**src/rtl/bapple_playback_ctrl_pkg.sv**
```systemverilog
// bapple_pkg: shared types and constants for the playback sequencer and the
// RLE frame decoder.
//   NUM_FRAMES   : frames in the encoded video
//   FRAME_W      : width of the decoder's frame index
//   play_state_t : playback sequencer state encoding
package bapple_pkg;

  localparam int NUM_FRAMES = 3286;
  localparam int FRAME_W    = $clog2(NUM_FRAMES);

  typedef enum logic [2:0] {
    ST_IDLE    = 3'd0,
    ST_PLAY    = 3'd1,
    ST_PAUSE   = 3'd2,
    ST_STEP    = 3'd3,
    ST_RESTART = 3'd4,
    ST_DONE    = 3'd5
  } play_state_t;

endpackage

```
**src/rtl/bapple_playback_ctrl_if.sv**
```systemverilog
// bapple_playback_ctrl_if: bundle between the timing generator / button logic
// / decoder (master side) and the playback sequencer (slave side).
//   vsync, btn_play, btn_step, btn_restart, loop_en, rate_div, frame_num : to sequencer
//   dec_vsync, dec_rst, playing, done                                     : from sequencer
//   ffwd : fast-forward level, present only when BAPPLE_PLAYBACK_FFWD_EN is defined
interface bapple_playback_ctrl_if
  import bapple_pkg::*;
#(
  parameter int DIV_W = 4
);
  logic               vsync;
  logic               btn_play;
  logic               btn_step;
  logic               btn_restart;
  logic               loop_en;
  logic [DIV_W-1:0]   rate_div;
  logic [FRAME_W-1:0] frame_num;
`ifdef BAPPLE_PLAYBACK_FFWD_EN
  logic               ffwd;
`endif
  logic               dec_vsync;
  logic               dec_rst;
  logic               playing;
  logic               done;

  modport master (
    output vsync, btn_play, btn_step, btn_restart, loop_en, rate_div, frame_num,
`ifdef BAPPLE_PLAYBACK_FFWD_EN
    output ffwd,
`endif
    input  dec_vsync, dec_rst, playing, done
  );

  modport slave (
    input  vsync, btn_play, btn_step, btn_restart, loop_en, rate_div, frame_num,
`ifdef BAPPLE_PLAYBACK_FFWD_EN
    input  ffwd,
`endif
    output dec_vsync, dec_rst, playing, done
  );
endinterface

```
**src/rtl/bapple_playback_ctrl_edge_det.sv**
```systemverilog
// bapple_edge_det: 1-bit rising-edge detector. The previous level is
// registered every cycle; rise_o is high in the cycle where d_i is high and
// was low on the previous cycle.
//   clk, rst : clock, synchronous active-high reset (previous level -> 0)
//   d_i      : level input, synchronous to clk
//   rise_o   : rising-edge strobe
module bapple_edge_det (
  input  logic clk,
  input  logic rst,
  input  logic d_i,
  output logic rise_o
);

  logic prev_q;

  always_ff @(posedge clk) begin
    if (rst) prev_q <= 1'b0;
    else     prev_q <= d_i;
  end

  assign rise_o = d_i & ~prev_q;

endmodule

```
**src/rtl/bapple_playback_ctrl.sv**
```systemverilog
// bapple_playback_ctrl: turns raw display vsync into gated advance pulses for
// the RLE decoder, with play/pause/step/restart, a vsync rate divider and
// end-of-video loop/stop handling.
//   clk, rst : system clock, synchronous active-high reset
//   bus      : slave side of bapple_playback_ctrl_if (inputs from timing,
//              buttons and decoder; dec_vsync/dec_rst/playing/done out)
//   RST_CYCLES : cycles dec_rst is held during a restart (1..15)
//   DIV_W      : width of rate_div
// Optional: BAPPLE_PLAYBACK_FFWD_EN adds the ffwd level input; while set in
// PLAY every vsync advances the decoder.
//
// state   | meaning
// IDLE    | after reset, decoder held in reset, waiting for play
// PLAY    | advancing once every rate_div+1 vsync edges
// PAUSE   | frozen on the current frame
// STEP    | waiting for the next vsync edge to advance one frame
// RESTART | decoder held in reset for RST_CYCLES cycles, then PLAY
// DONE    | video ended with looping off; decoder shows frame 0
module bapple_playback_ctrl
  import bapple_pkg::*;
#(
  parameter int RST_CYCLES = 4,
  parameter int DIV_W      = 4
) (
  input  logic                 clk,
  input  logic                 rst,
  bapple_playback_ctrl_if.slave bus
);

  localparam logic [3:0] RST_LOAD = 4'(RST_CYCLES - 1);

  play_state_t        state_q, state_d;
  logic [DIV_W-1:0]   div_cnt_q, div_cnt_d;
  logic [3:0]         rst_cnt_q, rst_cnt_d;
  logic [FRAME_W-1:0] fn_prev_q;
  logic               dec_vsync_q, dec_vsync_d;
  logic               vs_edge;
  logic               end_evt;
  logic               ffwd_act;

`ifdef BAPPLE_PLAYBACK_FFWD_EN
  assign ffwd_act = bus.ffwd;
`else
  assign ffwd_act = 1'b0;
`endif

  bapple_edge_det u_vs_edge (
    .clk    (clk),
    .rst    (rst),
    .d_i    (bus.vsync),
    .rise_o (vs_edge)
  );

  // The decoder wrapping back to frame 0 marks the end of the video; the
  // rewind caused by our own restart must not count.
  assign end_evt = (fn_prev_q != '0) && (bus.frame_num == '0) && (state_q != ST_RESTART);

  always_ff @(posedge clk) begin
    if (rst) begin
      state_q     <= ST_IDLE;
      div_cnt_q   <= '0;
      rst_cnt_q   <= '0;
      fn_prev_q   <= '0;
      dec_vsync_q <= 1'b0;
    end else begin
      state_q     <= state_d;
      div_cnt_q   <= div_cnt_d;
      rst_cnt_q   <= rst_cnt_d;
      fn_prev_q   <= bus.frame_num;
      dec_vsync_q <= dec_vsync_d;
    end
  end

  always_comb begin
    state_d     = state_q;
    div_cnt_d   = div_cnt_q;
    rst_cnt_d   = rst_cnt_q;
    dec_vsync_d = 1'b0;

    if (bus.btn_restart && (state_q != ST_IDLE)) begin
      state_d   = ST_RESTART;
      rst_cnt_d = RST_LOAD;
    end else begin
      unique case (state_q)
        ST_IDLE: begin
          if (bus.btn_play) begin
            state_d   = ST_PLAY;
            div_cnt_d = '0;
          end
        end
        ST_PLAY: begin
          if (bus.btn_play) begin
            state_d = ST_PAUSE;
          end else if (end_evt && !bus.loop_en) begin
            state_d = ST_DONE;
          end else if (ffwd_act) begin
            div_cnt_d   = '0;
            dec_vsync_d = vs_edge;
          end else if (vs_edge) begin
            if (div_cnt_q == '0) begin
              dec_vsync_d = 1'b1;
              div_cnt_d   = bus.rate_div;
            end else begin
              div_cnt_d = div_cnt_q - 1'b1;
            end
          end
        end
        ST_PAUSE: begin
          if (bus.btn_play) begin
            state_d   = ST_PLAY;
            div_cnt_d = '0;
          end else if (bus.btn_step) begin
            state_d = ST_STEP;
          end
        end
        ST_STEP: begin
          if (end_evt && !bus.loop_en) begin
            state_d = ST_DONE;
          end else if (vs_edge) begin
            dec_vsync_d = 1'b1;
            state_d     = ST_PAUSE;
          end
        end
        ST_RESTART: begin
          if (rst_cnt_q == '0) begin
            state_d   = ST_PLAY;
            div_cnt_d = '0;
          end else begin
            rst_cnt_d = rst_cnt_q - 1'b1;
          end
        end
        ST_DONE: begin
          if (bus.btn_play) begin
            state_d   = ST_RESTART;
            rst_cnt_d = RST_LOAD;
          end
        end
        default: state_d = ST_IDLE;
      endcase
    end
  end

  always_comb begin
    bus.dec_vsync = dec_vsync_q;
    bus.dec_rst   = (state_q == ST_IDLE) || (state_q == ST_RESTART);
    bus.playing   = (state_q == ST_PLAY);
    bus.done      = (state_q == ST_DONE);
  end

endmodule

```
**src/flat_wrapper.sv**
```systemverilog
// flat-port wrapper written by rule: the top's interface ports become plain ports
module bapple_playback_ctrl_flat import bapple_pkg::*;
#(
  parameter int RST_CYCLES = 4,
  parameter int DIV_W      = 4
)
  (clk, rst, bus_vsync, bus_btn_play, bus_btn_step, bus_btn_restart, bus_loop_en, bus_rate_div, bus_frame_num, bus_dec_vsync, bus_dec_rst, bus_playing, bus_done);
  bapple_playback_ctrl_if #(.DIV_W(DIV_W)) bus_i ();
  input  logic clk;
  input  logic rst;
  input wire logic [$bits(bus_i.vsync)-1:0] bus_vsync;
  input wire logic [$bits(bus_i.btn_play)-1:0] bus_btn_play;
  input wire logic [$bits(bus_i.btn_step)-1:0] bus_btn_step;
  input wire logic [$bits(bus_i.btn_restart)-1:0] bus_btn_restart;
  input wire logic [$bits(bus_i.loop_en)-1:0] bus_loop_en;
  input wire logic [$bits(bus_i.rate_div)-1:0] bus_rate_div;
  input wire logic [$bits(bus_i.frame_num)-1:0] bus_frame_num;
  output wire logic [$bits(bus_i.dec_vsync)-1:0] bus_dec_vsync;
  output wire logic [$bits(bus_i.dec_rst)-1:0] bus_dec_rst;
  output wire logic [$bits(bus_i.playing)-1:0] bus_playing;
  output wire logic [$bits(bus_i.done)-1:0] bus_done;
  assign bus_i.vsync = bus_vsync;
  assign bus_i.btn_play = bus_btn_play;
  assign bus_i.btn_step = bus_btn_step;
  assign bus_i.btn_restart = bus_btn_restart;
  assign bus_i.loop_en = bus_loop_en;
  assign bus_i.rate_div = bus_rate_div;
  assign bus_i.frame_num = bus_frame_num;
  assign bus_dec_vsync = bus_i.dec_vsync;
  assign bus_dec_rst = bus_i.dec_rst;
  assign bus_playing = bus_i.playing;
  assign bus_done = bus_i.done;
  bapple_playback_ctrl #(.RST_CYCLES(RST_CYCLES), .DIV_W(DIV_W)) u_core (.clk(clk), .rst(rst), .bus(bus_i));
endmodule
```
**config.mk**
```make
export PLATFORM = sky130hd
export DESIGN_NAME = bapple_playback_ctrl_flat
export DESIGN_NICKNAME = d
export VERILOG_FILES = /design/src/rtl/bapple_playback_ctrl_pkg.sv /design/src/rtl/bapple_playback_ctrl_if.sv /design/src/rtl/bapple_playback_ctrl_edge_det.sv /design/src/rtl/bapple_playback_ctrl.sv /design/src/flat_wrapper.sv
export SDC_FILE = /design/constraint.sdc
export NUM_CORES = 1
export LEC_CHECK = 0
export CORE_AREA = 2 2 65 51
export CTS_CLUSTER_DIAMETER = 50
export DETAILED_ROUTE_END_ITERATION = 12
export DIE_AREA = 0 0 67 53
export HOLD_SLACK_MARGIN = 0.06
export MAX_ROUTING_LAYER = met4
export PLACE_DENSITY = 0.73
export SYNTH_ARGS = -nofsm -noshare
export SYNTH_HDL_FRONTEND = slang
export SYNTH_SLANG_ARGS = --single-unit
```
**constraint.sdc**
```tcl
create_clock -name clk -period 2.02 [get_ports clk]
set_clock_uncertainty 0.15 [all_clocks]
set_input_delay 0.404 -clock clk [delete_from_list [all_inputs] [get_ports clk]]
set_output_delay 0.404 -clock clk [all_outputs]
set_load 0.01 [all_outputs]
```
# Yosys cells after proc, flatten, opt, wreduce, memory -nomap -nowiden
# Cells that the tools add are included.
# W data, S select, Z words.
# word_totals
output_inout_bits,4
reg_bits,25
elab_cells,88
inputBits,23
# op_classes
n_eq_ne,24
n_reduce_logical,22
n_bitwise,3
addsub,2
mux,29
# op_table
cell,count
$mux W4,8
$mux W3,10
$pmux W3 S6,1
$ne A3 B2 Y1 const B,5
$logic_not A12 Y1,1
$pmux W4 S3,1
$reduce_and A6 Y1,2
$reduce_bool A12 Y1,1
$ne A2 B2 Y1 const B,5
$reduce_bool A3 Y1,3
$logic_not A4 Y1,2
$ne A4 B2 Y1 const B,2
$pmux W4 S2,1
$sub A4 B1 Y4 const B,2
$reduce_and A7 Y1,1
$eq A3 B2 Y1 const B,2
$eq A3 B3 Y1 const B,2
$mux W1,6
$ne A2 B1 Y1 const B,3
$ne A3 B3 Y1 const B,2
$reduce_and A3 Y1,2
$logic_and A1 B1 Y1,4
$ne A4 B3 Y1 const B,1
$reduce_or A2 Y1,2
10 further kinds,11

# Logic depth before layout (Yosys ltp)
# depth
depth_word,8
mapped_depth,8
ltp_nobuf,7

# Modules after synthesis
# A second synthesis with hierarchy kept.
# unflattened
cells_unflattened,153
hier_area_um2,1302.5
# modules_own_cells
mod,area_each_um2,cells_each,instances,seq_area_each_um2
bapple_playback_ctrl,1255.0,150,1,480.5
bapple_edge_det,47.5,3,1,20.0

# Worst setup path after synthesis
# Ideal clock, no wire load.
# synth_timing
kind,input to register
from,in bus_frame_num[1]
to,reg u_core.div_cnt_q[2]
path_buffers,0
cell_stages,5
arrival_time_ns,1.619
required_ns,1.749
slack_ns,0.130
setup_ns,0.121
cell_sequence,nor4_1 > nand3_1 > or3_4 > and3_4 > mux2_4
# synth_via
elab_chain_len,6
# synth_rtl
element,line,text
"start, declared",flat_wrapper.sv:17,input wire logic [$bits(bus_i.frame_num)-1:0] bus_frame_num;
$logic_not A12 Y1,bapple_playback_ctrl.sv:56,assign end_evt = (fn_prev_q != '0) && (bus.frame_num == '0) && (state_q != ST_RESTART);
$logic_and A1 B1 Y1 (2 in a row),bapple_playback_ctrl.sv:56,
$logic_and A1 B1 Y1,bapple_playback_ctrl.sv:94,end else if (end_evt && !bus.loop_en) begin
$ne A2 B2 Y1 (no source line),--,
$reduce_and A7 Y1 (no source line),--,
"end signal, assigned",bapple_playback_ctrl.sv:67,div_cnt_q <= div_cnt_d;
"end, declared",bapple_playback_ctrl.sv:33,"logic [DIV_W-1:0] div_cnt_q, div_cnt_d;"
# Every way passes these cells.
# A chain may end at the register's enable or synchronous reset.

# Worst setup path in the final report
# Ends and elaborated chain as after synthesis.

==> metrics.txt <==
status finished, violations left; failing checks setup timing; FF+latch count, synth 25; Root Driver clkbuf_8; Peak VDD IR 492.6 uV; Die Area 0.003551 mm2; total core area 0.002893 mm2; prevailing post-synth register cell dfxtp_1; Pre-Repair DR Iteration Count 4; Worst setup endpoint u_core.div_cnt_q[2]; Die Y 53 um; largest net degree at the start of global routing 20; synthesized area 0.001262 mm2; number of synthesized flops with an enable pin 0; WP data required 2.04 ns; WP depth 6; GRT Resource Usage Total 20.88%; Max Cap Violations 0; Pwr Total 1.179 mW; Cells after Synth 150; Initial Util 43.64%; CP Launch Type primary input; WS Path Type primary input to register; synth-to-layout area growth 42.72%; Worst path top cell family by delay simple AND/OR/NAND/NOR gates; Critical-path top delay cell clkdlybuf4s50_1; GR peak layer met2; clock sinks 25; Setup crit end kind register; syn_nets 176; commonest non-fill, non-tap cells in the layout 23 x dfxtp_1, 19 x clkdlybuf4s50_1, 19 x buf_4; Leak Pwr 0.7255 nW; H-tree depth 1; Ports 27; Setup WS post-layout -0.001773 ns; dpl hpwl 2.527 mm; PwrDens 654.2 mW/mm2; Post-Route WL 3.419 mm; crit path cell chain clkdlybuf4s50_1 -> nor4_2 -> nand3_1 -> or3_4 -> and3_4 -> mux2_4; hold-fix buffer count after cts 0; min Tclk post-route 2.022 ns; number of global-route vias before repair 1161; initial antenna violation count 0; Cell Count, Final, Fillers Out 230; total grt overflow 0; met1 Usage GRT 25.68%; R2R setup slack 0.08 ns; ratio of cells with drive above 1 in the final layout 19.27%; CTS clk-pin slew, worst paths 0.09 ns; worst reg2reg startpoint u_core.fn_prev_q[2]; Port-buffer cells 26; Yosys warning count 0; post-route cell area 0.001802 mm2; CTS Buffer Depth 2; Site Rows 17; r2r worst-path depth 5; clk_lat worst skew 0.27 ns; global-route met2 utilization 33.99%; initial DRC count 101; fin crit share 100.1%; FMAX 494.6 MHz; Hold Path Class primary input to register; Residual DRC 0; final setup vio count 1; Tightest Pin Transition 0.5263 ns; Die W 67 um; setup bufs post-CTS 0; CP Max Fanout 4; reg2reg end u_core.div_cnt_q[2]; slew margin rel. 64.92%; Avg Cell Area, Syn 8.416 um2; wire per inst 14.87 um; vias 1290; Arr. time, crit path 2.04 ns; post-layout util 62.28%; placed instance area 0.001702 mm2; hold_ws 0.2845 ns; Fin. Hold Viols 0; Post-synth ARST share 0%; Final GP Congestion 0.8861; Bufs and invs on worst path 1; met3 usage 5.532%; CTS Buf Count 3; Setup crit start bus_frame_num[1]; fin nets 219; Placed Instances 226; post-synthesis sequential area ratio 39.64%; post-route ant nets 0; global-route wire length before repair 5.361 mm; Vias/cell 5.609; Distinct cells, synth 39; commonest non-fill, non-tap cell in the layout dfxtp_1; slowest cell delay on critical path 0.44 ns; Slew Viols, Final 0; CTS tree done; ant diodes 0
==> where the power goes <==
group	internal (mW)	total (mW)	switching (mW)	leakage, nW
sequential	0.526	0.552	0.0261	0.207
clock	0.138	0.289	0.151	0.0255
combinational	0.180	0.338	0.158	0.493
total	0.843	1.18	0.335	0.725
==> metrics by stage <==
step                worst slack [ns]   TNS [ns]
global route                -0.02136   -0.02136
detailed placement           -0.3632     -1.681
global placement             -0.3232     -1.424
CTS                         0.003318          0
finish                     -0.001773  -0.001773
floorplan                     0.1301          0
==> state kept, by name (all words and copies together) (netlist names) <==
signal and cells:
u_core.div_cnt_q 4, u_core.rst_cnt_q 4, u_core.fn_prev_q 12, u_core.state_q 3, u_core.bus.dec_vsync 1, u_core.u_vs_edge.prev_q 1
==> how the worst min path moves through the flow <==
stage | slack, ns | cells past startpoint | startpoint | end
3_3_place_gp | 0.34 | 2 | u_core.rst_cnt_q[3] | u_core.rst_cnt_q[3]
5_1_grt | 0.29 | 2 | bus_frame_num[11] | u_core.fn_prev_q[11]
2_1_floorplan | 0.33 | 2 | u_core.rst_cnt_q[3] | u_core.rst_cnt_q[3]
3_5_place_dp | 0.38 | 2 | u_core.u_vs_edge.prev_q | u_core.bus.dec_vsync
6_report | 0.28 | 2 | bus_frame_num[11] | u_core.fn_prev_q[11]
4_1_cts | 0.40 | 2 | u_core.u_vs_edge.prev_q | u_core.bus.dec_vsync
==> repair_timing <==
item | in CTS | in global routing
pin swaps | 3 | 6
endpoints found under the setup margin | 4 | 7
resized for setup | 4 | 14
==> worst reg2reg max path: stages, from the launching register on <==
cell	delay, ns
dfxtp_1	0.30
nor4_1	0.44
and3_1	0.29
or3_4	0.15
and3_4	0.20
mux2_4	0.30
==> final cells by class <==
cell class              instances  area [um2]
flip-flops and latches         25       505.5
repair buffers                 46       436.7
clock inverters                 1       5.005
multi-input cells             110       739.5
clock buffers                   3       41.29
well taps                      38       47.55
fillers                       251        1091
inverters                       7       26.28
==> synthesized netlist by cell type (3+ instances only) <==
master / n / area (um2)
nand2b_1: 3 / 18.77
ha_1: 3 / 37.54
a2111oi_0: 3 / 26.28
inv_1: 7 / 26.28
nor3_1: 5 / 25.02
nor4_1: 6 / 37.54
nand4_1: 3 / 18.77
a21oi_1: 7 / 35.03
nor3b_1: 3 / 22.52
nand2_1: 8 / 30.03
o21ai_0: 6 / 30.03
nor2b_1: 16 / 100.1
o31ai_1: 6 / 45.04
dfxtp_1: 25 / 500.5
nor2_1: 14 / 52.55
clkbuf_1: 7 / 26.28
==> routing by layer <==
layer	vias to the layer above	part of all wire, %
li1	630	-
met1	616	44
met2	36	50
met3	8	4.5
met4	0	1.3
met5	-	0
==> kinds of logic after synthesis <==
group | count (synthesis) | share of synthesized area, %
AOI/OAI and AO/OA | 34 | 18.24
buffers and inverters | 15 | 4.559
DFF | 25 | 39.64
muxes | 1 | 1.189
and+or+nand+nor | 69 | 31.32
xor gates and xnor gates | 3 | 2.082
adders and majority gates | 3 | 2.974
No activity file was read; power rests on OpenSTA's default activity.
